==> src/rtl/score_display.sv <==
// rtl/score_display.sv - binary score to BCD converter with multiplexed 7-segment scan
// Double-dabble conversion runs one score bit per cycle; the scan shows the last converted value.
module score_display #(
  parameter int SCORE_W     = 10,
  parameter int DIGITS      = 4,
  parameter int REFRESH_DIV = 50000,
  parameter int BLANK_LZ    = 1
) (
  input  logic                  clk,
  input  logic                  res,
  input  logic [SCORE_W-1:0]    score,
  input  logic                  load,
  input  logic [3:0]            pattern,
  input  logic                  C,
  output logic [7:0]            SEG,
  output logic [DIGITS-1:0]     AN,
  output logic [7:0]            LED,
  output logic [4*DIGITS-1:0]   bcd,
  output logic                  busy,
  output logic                  ovf
);

  // One spare nibble over the log10(2) estimate keeps wide scores safe.
  localparam int BCD_N = (SCORE_W * 3) / 10 + 2;
  localparam int ND    = (BCD_N > DIGITS) ? BCD_N : DIGITS;
  localparam int BW    = 4 * ND;
  localparam int CW    = $clog2(SCORE_W + 1);
  localparam int RW    = $clog2(REFRESH_DIV);
  localparam int IW    = (DIGITS > 1) ? $clog2(DIGITS) : 1;

  typedef enum logic {IDLE = 1'b0, CONV = 1'b1} state_t;

  state_t               state, state_nxt;
  logic                 start, done, over;
  logic [SCORE_W-1:0]   sr;
  logic [BW-1:0]        acc, acc_adj, acc_nxt;
  logic [CW-1:0]        bitcnt;
  logic [4*DIGITS-1:0]  bcd_res;

  logic [RW-1:0]        rcnt;
  logic [IW-1:0]        idx;
  logic [3:0]           nib;
  logic [DIGITS-1:0]    zhi;
  logic                 blank;
  logic [7:0]           seg_dec;
  logic [DIGITS-1:0]    an_dec;
  logic [4:0]           led_lo;

  always_ff @(posedge clk) begin
    if (!res) state <= IDLE;
    else      state <= state_nxt;
  end

  // A load arriving in the final CONV cycle is dropped since only IDLE accepts it.
  always_comb begin
    state_nxt = state;
    start     = 1'b0;
    done      = 1'b0;
    case (state)
      IDLE: if (load) begin
        start     = 1'b1;
        state_nxt = CONV;
      end
      CONV: if (bitcnt == CW'(SCORE_W - 1)) begin
        done      = 1'b1;
        state_nxt = IDLE;
      end
      default: state_nxt = IDLE;
    endcase
  end

  always_comb begin
    acc_adj = acc;
    for (int i = 0; i < ND; i++) begin
      acc_adj[4*i +: 4] = (acc[4*i +: 4] >= 4'd5) ? acc[4*i +: 4] + 4'd3 : acc[4*i +: 4];
    end
    acc_nxt = {acc_adj[BW-2:0], sr[SCORE_W-1]};
    over    = (acc_nxt >> (4 * DIGITS)) != '0;
    bcd_res = '0;
    for (int i = 0; i < DIGITS; i++) begin
      bcd_res[4*i +: 4] = over ? 4'h9 : acc_nxt[4*i +: 4];
    end
  end

  always_ff @(posedge clk) begin
    if (!res) begin
      sr     <= '0;
      acc    <= '0;
      bitcnt <= '0;
      bcd    <= '0;
      ovf    <= 1'b0;
    end else if (start) begin
      sr     <= score;
      acc    <= '0;
      bitcnt <= '0;
    end else if (state == CONV) begin
      sr     <= sr << 1;
      acc    <= acc_nxt;
      bitcnt <= bitcnt + CW'(1);
      if (done) begin
        bcd <= bcd_res;
        ovf <= over;
      end
    end
  end

  assign busy = (state == CONV);

  always_ff @(posedge clk) begin
    if (!res) begin
      rcnt <= '0;
      idx  <= '0;
    end else if (rcnt == RW'(REFRESH_DIV - 1)) begin
      rcnt <= '0;
      idx  <= (idx == IW'(DIGITS - 1)) ? '0 : idx + IW'(1);
    end else begin
      rcnt <= rcnt + RW'(1);
    end
  end

  // zhi[i]: nibble i and every nibble above it are zero.
  always_comb begin
    zhi = '0;
    zhi[DIGITS-1] = (bcd[4*DIGITS-1 -: 4] == 4'd0);
    for (int i = DIGITS - 2; i >= 0; i--) begin
      zhi[i] = zhi[i+1] && (bcd[4*i +: 4] == 4'd0);
    end
    nib   = bcd[{idx, 2'b00} +: 4];
    blank = (BLANK_LZ != 0) && (idx != '0) && zhi[idx];
    case (nib)
      4'd0:    seg_dec = 8'hC0;
      4'd1:    seg_dec = 8'hF9;
      4'd2:    seg_dec = 8'hA4;
      4'd3:    seg_dec = 8'hB0;
      4'd4:    seg_dec = 8'h99;
      4'd5:    seg_dec = 8'h92;
      4'd6:    seg_dec = 8'h82;
      4'd7:    seg_dec = 8'hF8;
      4'd8:    seg_dec = 8'h80;
      4'd9:    seg_dec = 8'h90;
      default: seg_dec = 8'hFF;
    endcase
    an_dec = '1;
    if (C) an_dec[idx] = 1'b0;
  end

  always_ff @(posedge clk) begin
    if (!res) begin
      SEG    <= 8'hFF;
      AN     <= '1;
      led_lo <= '0;
    end else begin
      SEG    <= blank ? 8'hFF : seg_dec;
      AN     <= an_dec;
      led_lo <= {C, pattern};
    end
  end

  assign LED = {ovf, busy, 1'b0, led_lo};

endmodule
==> config.mk <==
export PLATFORM = sky130hd
export DESIGN_NAME = score_display
export DESIGN_NICKNAME = d
export VERILOG_FILES = /design/src/rtl/score_display.sv
export SDC_FILE = /design/constraint.sdc
export NUM_CORES = 1
export LEC_CHECK = 0
export ABC_AREA = 1
export CAP_MARGIN = 40
export CORE_MARGIN = 3
export CORE_UTILIZATION = 45
export DETAILED_ROUTE_END_ITERATION = 10
export GPL_TIMING_DRIVEN = 0
export PLACE_DENSITY = 0.67
export SLEW_MARGIN = 15
export SYNTH_ARGS = -nofsm -noshare
export SYNTH_HDL_FRONTEND = slang
export SYNTH_SLANG_ARGS = --single-unit
==> constraint.sdc <==
create_clock -name clk -period 2.55 [get_ports clk]
set_clock_uncertainty 0.2 [all_clocks]
set_input_delay 0.51 -clock clk [delete_from_list [all_inputs] [get_ports clk]]
set_output_delay 0.51 -clock clk [all_outputs]
set_load 0.05 [all_outputs]
==> flow_summary.toml, run 1 <==
[logic_synthesis]
synth_seq_area_share_pct = 38.3
synthesis.nets = 655
synth_top_flop_cell = "dfxtp_1"
async_flop_share_pct = 0
synth_cell_types = 41
syn-instance-count = 615
syn-cell-area_sq_mm = 0.00450
synth_edf_count = 0
ys_ff_latch = 86
yosysWarnings = 0
syn_area_per_cell_sq_um = 7.32

[power_and_ir_drop]
powerDensity_mw_per_mm2 = 526
p_total_w = 0.00285
p_leak_nw = 2.45
ir_drop_mv = 0.311

[floorplanning]
die_area_sq_mm = 0.0112
placementRows = 35
initial_core_util_pct = 47.6
io_pins = 56
die_width_um = 106
die_y_um = 106
core-area_sq_mm = 0.00946

[global_routing]
groute.usage.overall_pct = 18.1
grt_max_degree = 15
grt_overflow = 0
grt_first_pass_wirelength_um = 16800
first_global_vias = 3737
antenna_found_initial = 0

[route]
drtAntennaViolNets = 0
drtIter0Drc = 150
viasPerCell = 4.93
drtPass1Iterations = 5
vias = 4003
wl_per_cell_um = 11.8
drc = 0
drt_wl_total_um = 9560

[timing]
drv_slew = 0
fin_crit_ns = 2.36
min_period_over_period_pct = 92.6
relSlewSlack_pct = 63.8
rsz0062_at_grt = "no"
final.setup.tns_ns = 0
max_freq_mhz = 423
finalSetupViolCount = 0
tightestPinTransition_ns = 0.543
final-hold-violation-count = 0

[cells_and_area]
n_antenna_cell = 0
layout-area-overhead-vs-synth_pct = 20.1
post-route-util_pct = 57.1
finalNonFillerCells = 812
fin_area_sq_mm = 0.00541
nets = 718
drive_above_1_share_pct = 13.5
regArea_sq_mm = 0.00172
multi_input_area_sq_mm = 0.00227
fillers = 907

[clocking]
ctsResizeCount = 0
root_buffer = "clkbuf_8"
cts_made_buffers = 9
cts_hold_buf = 0
clkTransAtPathRegs_ns = 0.09
clkLatencyLatePin_ns = 0.35
cts.path.max_buffers = 2
post_cts_buffers = 0
cts.sinks = 86
cts_tree = "yes"
h-tree-depth = 3

[outcome]
status = "complete, no violations"

[min_path]
hp-class = "flip-flop to flip-flop"

[worst_setup_path]
path_buf_inv = 2
crit_arrival_ns = 1.65
ff2ff_setup_slack_ns = 0.54
cp_slowest_cell = "clkdlybuf4s50_1"
r2r-start = "idx[0]"
cp-start-kind = "flip-flop"
worstPathCellList = "buf_4, clkdlybuf4s50_1"
critPathMaxStageDelay_ns = 0.79
cp_max_fo = 3
startpoint = "busy"
r2r.worst_path.cells = 11
path_delay_family = "buffers and inverters"
worstSetupEndpointType = "output port"
cp_num_cells = 2
r2r-end = "SEG[0]"
worstSetupEndpoint = "LED[6]"
critPathRequiredTime_ns = 1.84
critical_path_class = "flip-flop to output port"

[flow_run]
drv_cap = 0

[placed_design]
io_buffers = 52
placed_area_sq_mm = 0.00518
dp.cells = 796
dp_hpwl_um = 7360
gp_congestion = 0.793
-- cells in the final DEF (no fill, tap or decap), drive strengths merged --
cell	count
a211oi	4
a21boi	1
a21oi	38
a22oi	3
and2	1
buf	16
bufinv	2
clkbuf	16
clkdlybuf4s50	52
clkinv	3
conb	2
dfxtp	86
ha	22
inv	95
nand2	170
nand3	52
nand3b	2
nand4	7
nor2	51
nor3	7
o211ai	8
o21a	2
o21ai	32
or2	5
xnor2	1
xor2	5
-- registers in the layout, summed over array words and instances, names as in the netlist --
register  flops
AN            4
acc          20
idx           2
rcnt         16
SEG           7
bcd          16
led_lo        5
busy          1
ovf           1
bitcnt        4
sr           10
-- cells in the mapped netlist (4+ instances only) --
library cell  number  area share [%]
o21ai_1            4            0.44
o21ai_0           26             2.9
nor2_1            43             3.6
nand3_1           39             4.3
clkbuf_1           5            0.42
inv_1             82             6.8
nand4_1            6            0.83
a21oi_2            4            0.78
a21oi_1           34             3.8
nand2_1          158              13
nor2_2             4            0.56
buf_2              4            0.44
nor3_1             6            0.67
buf_6              5             1.3
o211ai_1           7             1.2
nand3_2           13             2.9
a211oi_2           4             1.1
xor2_1             5            0.97
ha_1              22             6.1
buf_4              7             1.2
inv_2             10            0.83
dfxtp_1           86              38
nand2_2           11             1.5
-- report_power, final --
group | total, W | switching (W) | internal (W)
Sequential | 0.00141 | 0.0000274 | 0.00139
Combinational | 0.000366 | 0.000234 | 0.000132
Clock | 0.00107 | 0.000485 | 0.000581
-- worst reg2reg max path, delay by kind of cell (launching register included) --
kind / cells / cell delay (ns)
adders and majority gates: 1 / 0.18
DFF: 1 / 0.38
buffers and inverters: 4 / 0.44
and+or+nand+nor: 5 / 0.61
AOI/OAI and AO/OA: 1 / 0.07
-- stage by stage --
| stage | setup slack, ns | hold slack [ns] |
|---|---|---|
| after detailed placement | 0.445 | 0.239 |
| after global routing | 0.132 | 0.250 |
| after global placement | 0.451 | 0.231 |
| final | 0.187 | 0.247 |
| after floorplan | 0.625 | 0.217 |
| after CTS | 0.162 | 0.246 |
-- worst min-delay path by stage --
stage / cells past startpoint / to / slack [ns] / from
global route: 3 / sr[3] / 0.25 / res
finish: 1 / rcnt[0] / 0.25 / rcnt[0]
CTS: 3 / sr[3] / 0.25 / res
global placement: 1 / rcnt[0] / 0.23 / rcnt[0]
floorplan: 1 / rcnt[0] / 0.22 / rcnt[0]
detailed placement: 1 / rcnt[0] / 0.24 / rcnt[0]
-- layout make-up --
cell class	count	area share [%]
Multi-Input combinational cell	413	41.9
Inverter	95	6.74
Timing Repair Buffer	52	9.63
Clock buffer	11	2.62
Sequential cell	86	31.9
Tap cell	129	2.99
Clock inverter	5	1.53
Buffer	21	2.73
-- logic make-up (layout without fill, tap and decap cells) --
group / count (synthesis) / count (layout) / share of synthesized area (%)
simple gates: 295 / 295 / 30.9
buf+inv: 116 / 184 / 11.4
compound gates: 88 / 88 / 12.0
flops: 86 / 86 / 38.3
fa+ha+maj: 22 / 22 / 6.12
xor+xnor: 6 / 6 / 1.17
other cells: 2 / 2 / 0.167
-- routing by layer --
metal	vias up	global-route usage (%)	routed length [um]
li1	2062	-	-
met1	1814	24.0	4480
met2	112	28.9	4380
met3	15	4.37	540
met4	0	6.29	165
met5	-	0	0
Note: power is estimated with default switching activity, not from simulation.
==> run 2, diff against run 1 <==
--- a/config.mk
+++ b/config.mk
@@ -10,7 +10,6 @@
 export CORE_MARGIN = 3
 export CORE_UTILIZATION = 45
 export DETAILED_ROUTE_END_ITERATION = 10
-export GPL_TIMING_DRIVEN = 0
 export PLACE_DENSITY = 0.67
 export SLEW_MARGIN = 15
 export SYNTH_ARGS = -nofsm -noshare
==> flow_summary.toml, run 2 (synthesis gave the netlist of run 1 again) <==
[min_path]
hold_start = "rcnt[0]"
hp-class = "flip-flop to flip-flop"
holdPathStages = 1
holdPathEnd = "rcnt[0]"

[global_routing]
grt_first_pass_wirelength_um = 16200
groute.usage.overall_pct = 17.4
first_global_vias = 3686
grt_max_degree = 35
antenna_found_initial = 0
grt_overflow = 0

[timing]
max_freq_mhz = 428
min_period_over_period_pct = 91.6
relSlewSlack_pct = 65.8
final.setup.tns_ns = 0
tightestPinTransition_ns = 0.512
drv_slew = 0
final-hold-violation-count = 0
finalSetupViolCount = 0
rsz0062_at_grt = "no"
hold_slack_ns = 0.263
fin_crit_ns = 2.34

[route]
viasPerCell = 4.88
drt_wl_total_um = 9310
drtIter0Drc = 153
vias = 3881
drtAntennaViolNets = 0
drtPass1Iterations = 4
wl_per_cell_um = 11.7
drc = 0

[cells_and_area]
top_register = "acc"
final_cell_mix = "nand2_1 (158), dfxtp_1 (86), inv_1 (82)"
multi_input_area_sq_mm = 0.00227
final_common_cell = "nand2_1"
largest_reg_flops = 20
n_antenna_cell = 0
layout-area-overhead-vs-synth_pct = 17.6
drive_above_1_share_pct = 12.3
finalNonFillerCells = 796
regArea_sq_mm = 0.00172
nets = 703
post-route-util_pct = 55.9
fillers = 932
reg_top3 = "acc (20), bcd (16), rcnt (16)"

[worst_setup_path]
cp_slowest_cell = "clkdlybuf4s50_1"
r2r-end = "SEG[0]"
path_buf_inv = 1
path_delay_family = "buffers and inverters"
critPathRequiredTime_ns = 1.84
critPathMaxStageDelay_ns = 0.84
worstSetupEndpointType = "output port"
ff2ff_setup_slack_ns = 0.50
r2r-start = "idx[0]"
critical_path_class = "flip-flop to output port"
cp-start-kind = "flip-flop"
crit_arrival_ns = 1.63
worstPathCellList = "clkdlybuf4s50_1"
cp_max_fo = 3
r2r.worst_path.cells = 9
startpoint = "bcd[0]"

[clocking]
cts.sinks = 86
h-tree-depth = 3
cts_made_buffers = 9
clkTransAtPathRegs_ns = 0.08
cts_tree = "yes"
root_buffer = "clkbuf_8"
post_cts_buffers = 0
ctsResizeCount = 0
clkLatencyLatePin_ns = 0.35
cts.path.max_buffers = 2
cts_hold_buf = 0

[power_and_ir_drop]
powerDensity_mw_per_mm2 = 511
p_total_w = 0.00270
ir_drop_mv = 0.334
p_leak_nw = 2.38

[floorplanning]
die_area_sq_mm = 0.0112
core-area_sq_mm = 0.00946
initial_core_util_pct = 47.6
placementRows = 35
io_pins = 56
die_width_um = 106
die_y_um = 106

[placed_design]
io_buffers = 53
dp.cells = 781
gp_congestion = 0.810
dp_hpwl_um = 7030

[flow_run]
drv_cap = 0

[outcome]
status = "complete, no violations"
## run 2: through the flow
stage / instance area, sq um / worst slack [ns]
2_1_floorplan: 4500 / 0.625
6_report: 5290 / 0.215
4_1_cts: 5290 / 0.196
5_1_grt: 5290 / 0.159
3_3_place_gp: 5100 / 0.423
3_5_place_dp: 5100 / 0.380
## run 2: how the worst max path moves through the flow
stage                    to  slack, ns  depth (start not counted)
floorplan            SEG[0]       0.62                          9
global placement     acc[8]       0.42                          8
detailed placement  acc[10]       0.38                          8
CTS                  bcd[0]       0.20                          1
global route         bcd[4]       0.16                          1
finish               bcd[0]       0.21                          1
## run 2: routing by layer
metal | wire length [um] | track usage (%)
met5 | 0 | 0
met3 | 512 | 5.16
met1 | 4420 | 21.7
met2 | 4210 | 28.9
met4 | 163 | 5.27
## run 2: cell type report
class,instances,share of cell area (%)
Multi-Input combinational cell,413,42.8
Tap cell,129,3.05
Sequential cell,86,32.5
Clock buffer,11,2.67
Inverter,95,6.88
Timing Repair Buffer,58,11.1
Clock inverter,4,0.899
## run 2: report_power, final
part           internal [W]  switching [W]  total (W)
logic              0.000126       0.000227   0.000354
clock network      0.000471       0.000465   0.000936
registers           0.00139      0.0000289    0.00141
total               0.00198       0.000721    0.00270
